`config.mk`:
```
export PLATFORM = sky130hd
export DESIGN_NAME = pkt_disassembler
export DESIGN_NICKNAME = d
export VERILOG_FILES = /design/src/rtl/pkt_disassembler.sv
export SDC_FILE = /design/constraint.sdc
export NUM_CORES = 1
export LEC_CHECK = 0
export CAP_MARGIN = 20
export CORE_AREA = 2 2 251 253
export CTS_CLUSTER_DIAMETER = 30
export CTS_CLUSTER_SIZE = 40
export DETAILED_ROUTE_END_ITERATION = 12
export DIE_AREA = 0 0 253 255
export SYNTH_ARGS = -nofsm -noshare
export SYNTH_HDL_FRONTEND = slang
export SYNTH_SLANG_ARGS = --single-unit
export TNS_END_PERCENT = 50
```
`constraint.sdc`:
```
create_clock -name clk -period 9.6 [get_ports clk]
set_clock_uncertainty 0.05 [all_clocks]
set_input_delay 2.4 -clock clk [delete_from_list [all_inputs] [get_ports clk]]
set_output_delay 2.4 -clock clk [all_outputs]
set_load 0.01 [all_outputs]
```
`src/rtl/pkt_disassembler.sv`:
```
// Receive-side SpiNNaker packet disassembler: round-robin arbitrates rx packet
// channels, drops parity-failed packets and emits key/payload as 32-bit events.
module pkt_disassembler #(
    parameter int PACKET_BITS  = 72,
    parameter int NUM_CHANNELS = 8,
    parameter int CHAN_BITS    = $clog2(NUM_CHANNELS),
    parameter int CNT_BITS     = 16
) (
    input  logic                   clk,
    input  logic                   reset,
    input  logic [PACKET_BITS-1:0] rxpkt_data_in [NUM_CHANNELS],
    input  logic [NUM_CHANNELS-1:0] rxpkt_vld_in,
    output logic [NUM_CHANNELS-1:0] rxpkt_rdy_out,
    output logic [31:0]            evt_data_out,
    output logic [CHAN_BITS-1:0]   evt_chan_out,
    output logic                   evt_last_out,
    output logic                   evt_vld_out,
    input  logic                   evt_rdy_in,
    output logic [CNT_BITS-1:0]    drop_cnt_out
);

    typedef enum logic [1:0] {
        IDLE = 2'd0,
        KEY  = 2'd1,
        PLD  = 2'd2
    } state_t;

    state_t               state, state_nxt;
    logic [CHAN_BITS-1:0] ptr;
    logic [CHAN_BITS-1:0] grant;
    logic [CHAN_BITS-1:0] cand;
    logic                 found;
    int unsigned          idx;
    logic [PACKET_BITS-1:0] pkt;
    logic                 parity_ok;
    logic                 accept;

    logic [31:0]          key_q;
    logic [31:0]          pld_q;
    logic                 has_pld_q;
    logic [CHAN_BITS-1:0] chan_q;
    logic [CNT_BITS-1:0]  drop_cnt_q;

    // Rotating-priority search starting at ptr.
    always_comb begin
        found = 1'b0;
        grant = '0;
        cand  = '0;
        idx   = 0;
        for (int unsigned i = 0; i < NUM_CHANNELS; i++) begin
            idx  = (32'(ptr) + i) % NUM_CHANNELS;
            cand = CHAN_BITS'(idx);
            if (!found && rxpkt_vld_in[cand]) begin
                found = 1'b1;
                grant = cand;
            end
        end
    end

    assign pkt       = rxpkt_data_in[grant];
    assign parity_ok = pkt[1] ? (^pkt) : (^pkt[39:0]);

    always_comb begin
        state_nxt     = state;
        rxpkt_rdy_out = '0;
        accept        = 1'b0;
        evt_vld_out   = 1'b0;
        evt_last_out  = 1'b0;
        evt_data_out  = key_q;
        evt_chan_out  = chan_q;
        unique case (state)
            IDLE: begin
                if (found && !reset) begin
                    rxpkt_rdy_out[grant] = 1'b1;
                    accept               = 1'b1;
                    if (parity_ok) state_nxt = KEY;
                end
            end
            KEY: begin
                evt_vld_out  = 1'b1;
                evt_last_out = !has_pld_q;
                if (evt_rdy_in) state_nxt = has_pld_q ? PLD : IDLE;
            end
            PLD: begin
                evt_vld_out  = 1'b1;
                evt_last_out = 1'b1;
                evt_data_out = pld_q;
                if (evt_rdy_in) state_nxt = IDLE;
            end
            default: state_nxt = IDLE;
        endcase
    end

    always_ff @(posedge clk) begin
        if (reset) begin
            state      <= IDLE;
            ptr        <= '0;
            key_q      <= '0;
            pld_q      <= '0;
            has_pld_q  <= 1'b0;
            chan_q     <= '0;
            drop_cnt_q <= '0;
        end else begin
            state <= state_nxt;
            if (accept) begin
                ptr <= (grant == CHAN_BITS'(NUM_CHANNELS - 1)) ? '0 : grant + 1'b1;
                if (parity_ok) begin
                    key_q     <= pkt[39:8];
                    pld_q     <= pkt[71:40];
                    has_pld_q <= pkt[1];
                    chan_q    <= grant;
                end else if (drop_cnt_q != '1) begin
                    drop_cnt_q <= drop_cnt_q + 1'b1;
                end
            end
        end
    end

    assign drop_cnt_out = drop_cnt_q;

endmodule

```
After elaboration in Yosys (flattened, before gate mapping)
Index checks and enable logic that the tools add are counted.
{ "totals": {"reg_bits": 89, "latch_bits": 0, "ramBits": 0, "mem_bits_ro": 0, "input_bits": 587, "out_inout_bits": 61, "elab_cells": 114, "n_memories": 0} }
{ "op_classes": {"n_addsub": 9, "multipliers": 0, "div": 0, "magnitude_cmp": 11, "n_eq_ne": 8, "n_shift": 0, "muxes": 52, "bitwise": 2, "n_reduce_logical": 25} }
{ "ops": {"columns": ["op", "count"], "rows": [
  ["72-bit binary-select mux with 3-bit select", 1],
  ["72-bit two-way mux", 2],
  ["72-bit parity", 1],
  ["40-bit parity", 1],
  ["3-bit by 4-bit less-than comparator with 1-bit output (second input constant)", 9],
  ["32-bit two-way mux", 1],
  ["3-bit two-way mux", 9],
  ["1-bit binary-select mux with 3-bit select", 8],
  ["1-bit two-way mux", 21],
  ["16-bit by 1-bit adder with 16-bit output (second input constant)", 1],
  ["8-bit two-way mux", 2],
  ["16-bit inequality test (second input constant)", 1],
  ["3-bit adder (second input constant)", 4],
  ["2-bit two-way mux", 5],
  ["1-bit logical AND", 9],
  ["1-bit logical NOT", 9],
  ["2-bit inequality test (second input constant)", 4],
  ["3-bit by 1-bit adder with 3-bit output (second input constant)", 2],
  ["3-bit by 2-bit adder with 3-bit output (second input constant)", 2],
  ["2-bit case mux with 3 select lines", 1],
  ["4-bit >= comparator (second input constant)", 1],
  ["3-bit NOT with 4-bit output", 1],
  ["4-bit AND reduction", 1],
  ["1-bit demux with 3-bit select", 1],
  ["other kinds (10)", 10]
]} }

Longest topological paths before layout
{ "logic_depth": {"depth_word": 33, "ltp_mapped": 34, "mapped_depth_nobuf": 21} }

Worst setup path before layout
Ideal clock, no wire load.
{ "synth_timing": {"path_type": "input -> output", "start": "input rxpkt_vld_in[4]", "end": "output rxpkt_rdy_out[0]", "arrival_ns": 5.680, "required_ns": 7.150, "path_slack_ns": 1.470, "path_stages": 16, "path_buffers": 7, "path_cell_list": "mux4_2 > or2_1 > and3_1 > a2111oi_0 > o32ai_1 > o211ai_4 > nand2_4 > inv_4 > buf_6 > buf_8 > buf_12 > buf_4 > buf_4 > clkbuf_1 > clkbuf_1 > nor3_1"} }
{ "synth_via": {"elab_chain_len": 30, "word_cells_on_any_way": 54, "cone_classes": "order compare (2); mux (36); reduce/logical (16)"} }
{ "synth_lines": {"columns": ["item", "line_no", "rtl"], "rows": [
  ["start: declaration", "12", "input logic [NUM_CHANNELS-1:0] rxpkt_vld_in,"],
  ["1-bit binary-select mux with 3-bit select", "53", "if (!found && rxpkt_vld_in[cand]) begin"],
  ["1-bit two-way mux (not written as such)", "53", null],
  ["1-bit two-way mux", "53", null],
  ["1-bit logical NOT", "53", null],
  ["1-bit logical AND", "53", null],
  ["1-bit two-way mux", "53", null],
  ["1-bit logical NOT", "53", null],
  ["1-bit logical AND", "53", null],
  ["[15 not listed]", null, null],
  ["3-bit two-way mux (*)", "53", null],
  ["named net grant[1]", "30", "logic [CHAN_BITS-1:0] grant;"],
  ["3-bit by 4-bit less-than comparator with 1-bit output (not written as such) or 3-bit by 1-bit >= comparator with 1-bit output (tied branches)", "74", "rxpkt_rdy_out[grant] = 1'b1;"],
  ["1-bit logical AND (not written as such)", "74", null],
  ["1-bit two-way mux (not written as such)", "74", null],
  ["1-bit demux with 3-bit select (*)", "74", null],
  ["8-bit two-way mux (*)", "73", "if (found && !reset) begin"],
  ["8-bit two-way mux (*)", "71", "unique case (state)"],
  ["end: declaration", "13", "output logic [NUM_CHANNELS-1:0] rxpkt_rdy_out,"]
]} }
Mark *: on every way through the listed nets, which the timed path passes. The rest lies on a longest branch. The select of a mux whose other input is x is not followed.

Final worst setup path
{ "layout_timing": {"start": "input rxpkt_vld_in[2]", "end": "output rxpkt_rdy_out[5]"} }
{ "layout_via": {"elab_chain_len": 30, "word_cells_on_any_way": 54, "cone_classes": "order compare (2); mux (36); reduce/logical (16)"} }
{ "layout_lines": {"columns": ["item", "line_no"], "rows": [
  ["1-bit binary-select mux with 3-bit select", "53"],
  ["1-bit two-way mux (not written as such)", "53"],
  ["1-bit two-way mux", "53"],
  ["1-bit logical NOT", "53"],
  ["1-bit logical AND", "53"],
  ["1-bit two-way mux", "53"],
  ["1-bit logical NOT", "53"],
  ["1-bit logical AND", "53"],
  ["[14 not listed]", null],
  ["1-bit logical AND", "53"],
  ["3-bit two-way mux", "53"],
  ["3-bit by 4-bit less-than comparator with 1-bit output (not written as such) or 3-bit by 1-bit >= comparator with 1-bit output (tied branches)", "74"],
  ["1-bit logical AND (not written as such)", "74"],
  ["1-bit two-way mux (not written as such)", "74"],
  ["1-bit demux with 3-bit select", "74"],
  ["8-bit two-way mux (*)", "73"],
  ["8-bit two-way mux (*)", "71"]
]} }
Every way passes the cells marked *; elsewhere a longest branch is shown, timed or not. The select of a mux whose other input is x is not followed.

==> run_results.csv <==
group,metric,value,unit
setup_path,cp_slowest_cell,"clkdlybuf4s50_1",
timing,setup_viol,0,
synth,synthMuxAreaShare,0.305,
drt,wl_per_cell,21.6,um
setup_path,cp_top_family,"buffers and inverters",
place,portBuffers,647,
synth,synth_top_family_by_area,"multiplexers",
synth,synth.net_count,2022,
timing,worstMarginPinSlew,0.958,ns
status,status,"finished clean",
synth,synth_cells,1427,
grt,antenna_found_initial,5,
clock_tree,h-tree-depth,3,
synth,synth-edff-count,0,
setup_path,worstReg2RegStart,"ptr[0]",
drt,firstDrtPassIters,7,
synth,syn_avg_cell_area,7.75,um^2
synth,synthAdderAreaFrac,0.00905,
clock_tree,cts_resized,0,
grt,grt_pass1_wl,86.7,mm
synth,synthSimpleGateAreaFrac,0.240,
setup_path,worstPathMaxFanout,21,
clock_tree,cts_made_buffers,9,
grt,grt_overflow_total,0,
job,drv_cap,0,
grt,grt_use_total,0.180,
setup_path,critPathKind,"input pin to output pin",
timing,fmax,0.110,GHz
synth,ys_seq_area_frac,0.161,
drt,drc,0,
timing,period_needed,9.09,ns
grt,grt_pass1_vias,13400,
synth,synth_cell_types,69,
setup_path,critPathBufInv,4,
cells_and_area,layout.nets,2635,
drt,wl,61.4,mm
min_path,worstHoldEndpoint,"key_q[2]",
clock_tree,clk_latency,0.38,ns
timing,maxSlewViolCount,0,
synth,synth_compound_area_frac,0.115,
synth,ys_ff_latch,89,
clock_tree,clockBufferDepth,2,
clock_tree,clk_pin_slew,0.08,ns
setup_path,required,7.15,ns
clock_tree,cts_tree,"yes",
setup_path,critPathArrivalTime,6.64,ns
setup_path,ff2ff_setup_slack,1.39,ns
place,dp_hpwl,50.5,mm
min_path,hp-start,"key_q[2]",
drt,viasPerCell,4.62,
setup_path,worst_setup_path_end_kind,"output pin",
synth,synth_area_leaders,"mux2i_1, dfxtp_1, nand2_1",
clock_tree,cts_hold_buf,0,
clock_tree,clock-root-buffer,"clkbuf_16",
synth,syn-cell-area,11100,um^2
synth,synth_xor_area_frac,0.0989,
clock_tree,cts_setup_buffers,0,
die,num_rows,92,
setup_path,critPathLaunchType,"input pin",
die,die_h,255,um
cells_and_area,area_growth,71.3,%
setup_path,r2r-end,"drop_cnt_out[5]",
synth,ys_warn_count,0,
min_path,hold_depth,2,
die,io_pins,648,
timing,slew_headroom,0.356,
synth,synth_top_area_share,0.208,
timing,rsz0062_at_grt,"no",
timing,finalHoldViolations,0,
clock_tree,cts_sinks,89,
cells_and_area,drive_gt1_frac,0.0924,
min_path,hp-class,"flip-flop to flip-flop",
die,core_area,62200,um^2
setup_path,cp_cell_sequence,"clkdlybuf4s50_1 > mux4_2 > mux2i_1 > a32oi_1 > nor4_2 > a21oi_1 > a31oi_4 > buf_4 > buf_4 > nand3_1 > nor3_1 > clkdlybuf4s50_1",
timing,tns,0,ns
place,globalplace.congestion,0.879,
die,initial_utilization,0.178,
grt,grt_max_degree,91,
synth,ys_async_sr_fraction,0,
die,die_area,64500,um^2
die,die_w,253,um
timing,min_period_over_period,0.947,
synth,synth-main-ff-cell,"dfxtp_1",
drt,drtAntennaViolNets,0,
setup_path,worstRegToRegCells,24,
cells_and_area,fillers,6605,
drt,detailroute.via_count,13100,
setup_path,max_stage_delay,0.64,ns
drt,drt_iter0_drc,762,
synth,synth_area_leader_cell,"mux2i_1",
per-stage QoR:
stage | hold slack (ns) | utilization | worst slack (ns) | instances | cell area, um^2
finish | 0.425 | 0.305 | 0.508 | 2846 | 18900
global route | 0.454 | 0.305 | 0.0660 | 2846 | 18900
CTS | 0.426 | 0.304 | 0.450 | 2843 | 18900
detailed placement | 0.412 | 0.299 | 0.0363 | 2827 | 18600
global placement | 0.415 | 0.299 | 0.0955 | 2826 | 18600
floorplan | 0.398 | - | 1.47 | 1427 | 11100
sequential cells by signal, indices dropped and copies added, names as in the netlist:
name          flops
has_pld_q         1
evt_chan_out      3
state             2
ptr               3
drop_cnt_out     16
key_q            32
pld_q            32
worst max-delay path by stage:
stage | startpoint | cells past startpoint | end
after floorplan | rxpkt_vld_in[4] | 16 | rxpkt_rdy_out[0]
after CTS | rxpkt_vld_in[2] | 20 | drop_cnt_out[5]
after detailed placement | rxpkt_vld_in[2] | 20 | drop_cnt_out[5]
after global placement | rxpkt_vld_in[4] | 20 | drop_cnt_out[15]
final | rxpkt_vld_in[2] | 12 | rxpkt_rdy_out[5]
after global routing | rxpkt_vld_in[0] | 23 | drop_cnt_out[5]
layout make-up:
class | instances | area [um^2] | share of cell area
timing repair buffer | 716 | 7160 | 0.378
inverter | 36 | 148 | 0.00779
clock inverter | 6 | 72.6 | 0.00383
multi-input combinational | 1188 | 8550 | 0.451
antenna | 2 | 5.00 | 0.000264
clock buffer | 10 | 229 | 0.0121
sequential | 89 | 1780 | 0.0940
tap | 799 | 1000 | 0.0528
cell usage in the layout, fill, tap and decap left out, drive strengths merged, types with 6 or more instances in the layout:
cell type | synthesis | final
nor3 | 12 | 12
xnor2 | 70 | 70
a311oi | 9 | 9
mux2i | 231 | 231
o31ai | 6 | 6
xor2 | 24 | 24
nor2 | 110 | 110
buf | 76 | 70
and2 | 14 | 14
clkbuf | 38 | 10
a221oi | 23 | 23
dfxtp | 89 | 89
a32o | 12 | 12
mux4 | 14 | 14
or3 | 6 | 6
o211ai | 8 | 8
a211oi | 18 | 18
a21oi | 26 | 26
a22oi | 6 | 6
ha | 8 | 8
mux2 | 66 | 66
clkdlybuf4s50 | 0 | 646
a32oi | 10 | 10
xnor3 | 12 | 12
or4 | 7 | 7
and3 | 15 | 15
inv | 35 | 37
nand3 | 113 | 113
nand2 | 272 | 272
a31oi | 7 | 7
nand4 | 25 | 25
o21ai | 19 | 19
kinds of logic (layout without fill, tap and decap cells):
family	count (synthesis)	in the layout
compound gates	167	167
xor+xnor	106	106
fa+ha+maj	8	8
buf+inv	150	768
flops	89	89
mux	311	311
other cells	0	2
simple gates	596	596
synth_stat cells (8+ instances only):
| master | number |
|---|---|
| a211oi_1 | 18 |
| a21oi_1 | 26 |
| a221oi_1 | 21 |
| a311oi_1 | 9 |
| a32o_1 | 12 |
| a32oi_1 | 10 |
| and2_1 | 14 |
| and3_1 | 15 |
| buf_2 | 40 |
| buf_4 | 18 |
| buf_6 | 8 |
| clkbuf_1 | 37 |
| dfxtp_1 | 89 |
| ha_1 | 8 |
| inv_1 | 34 |
| mux2_2 | 66 |
| mux2i_1 | 230 |
| mux4_2 | 14 |
| nand2_1 | 271 |
| nand3_1 | 113 |
| nand4_1 | 25 |
| nor2_1 | 110 |
| nor3_1 | 12 |
| o21ai_0 | 18 |
| xnor2_1 | 70 |
| xnor3_1 | 12 |
| xor2_1 | 24 |
per-layer routing:
metal	vias up	GRT usage	wire length, um
li1	6327	-	-
met1	6270	0.231	26800
met2	501	0.309	29800
met3	51	0.0328	3590
met4	0	0.0533	1300
met5	-	0	0
worst register-to-register path: cells and delay by family (launching register included):
family,cells,cell delay (ns)
AOI/OAI and AO/OA,4,1.08
xor gates and xnor gates,3,0.98
muxes,3,1.01
buffers and inverters,6,1.44
adders and majority gates,1,0.87
and+or+nand+nor,7,2.39
DFF,1,0.32
Power is not shown: default switching activity piles up to over one toggle a cycle in this logic, so the estimate is an artifact.
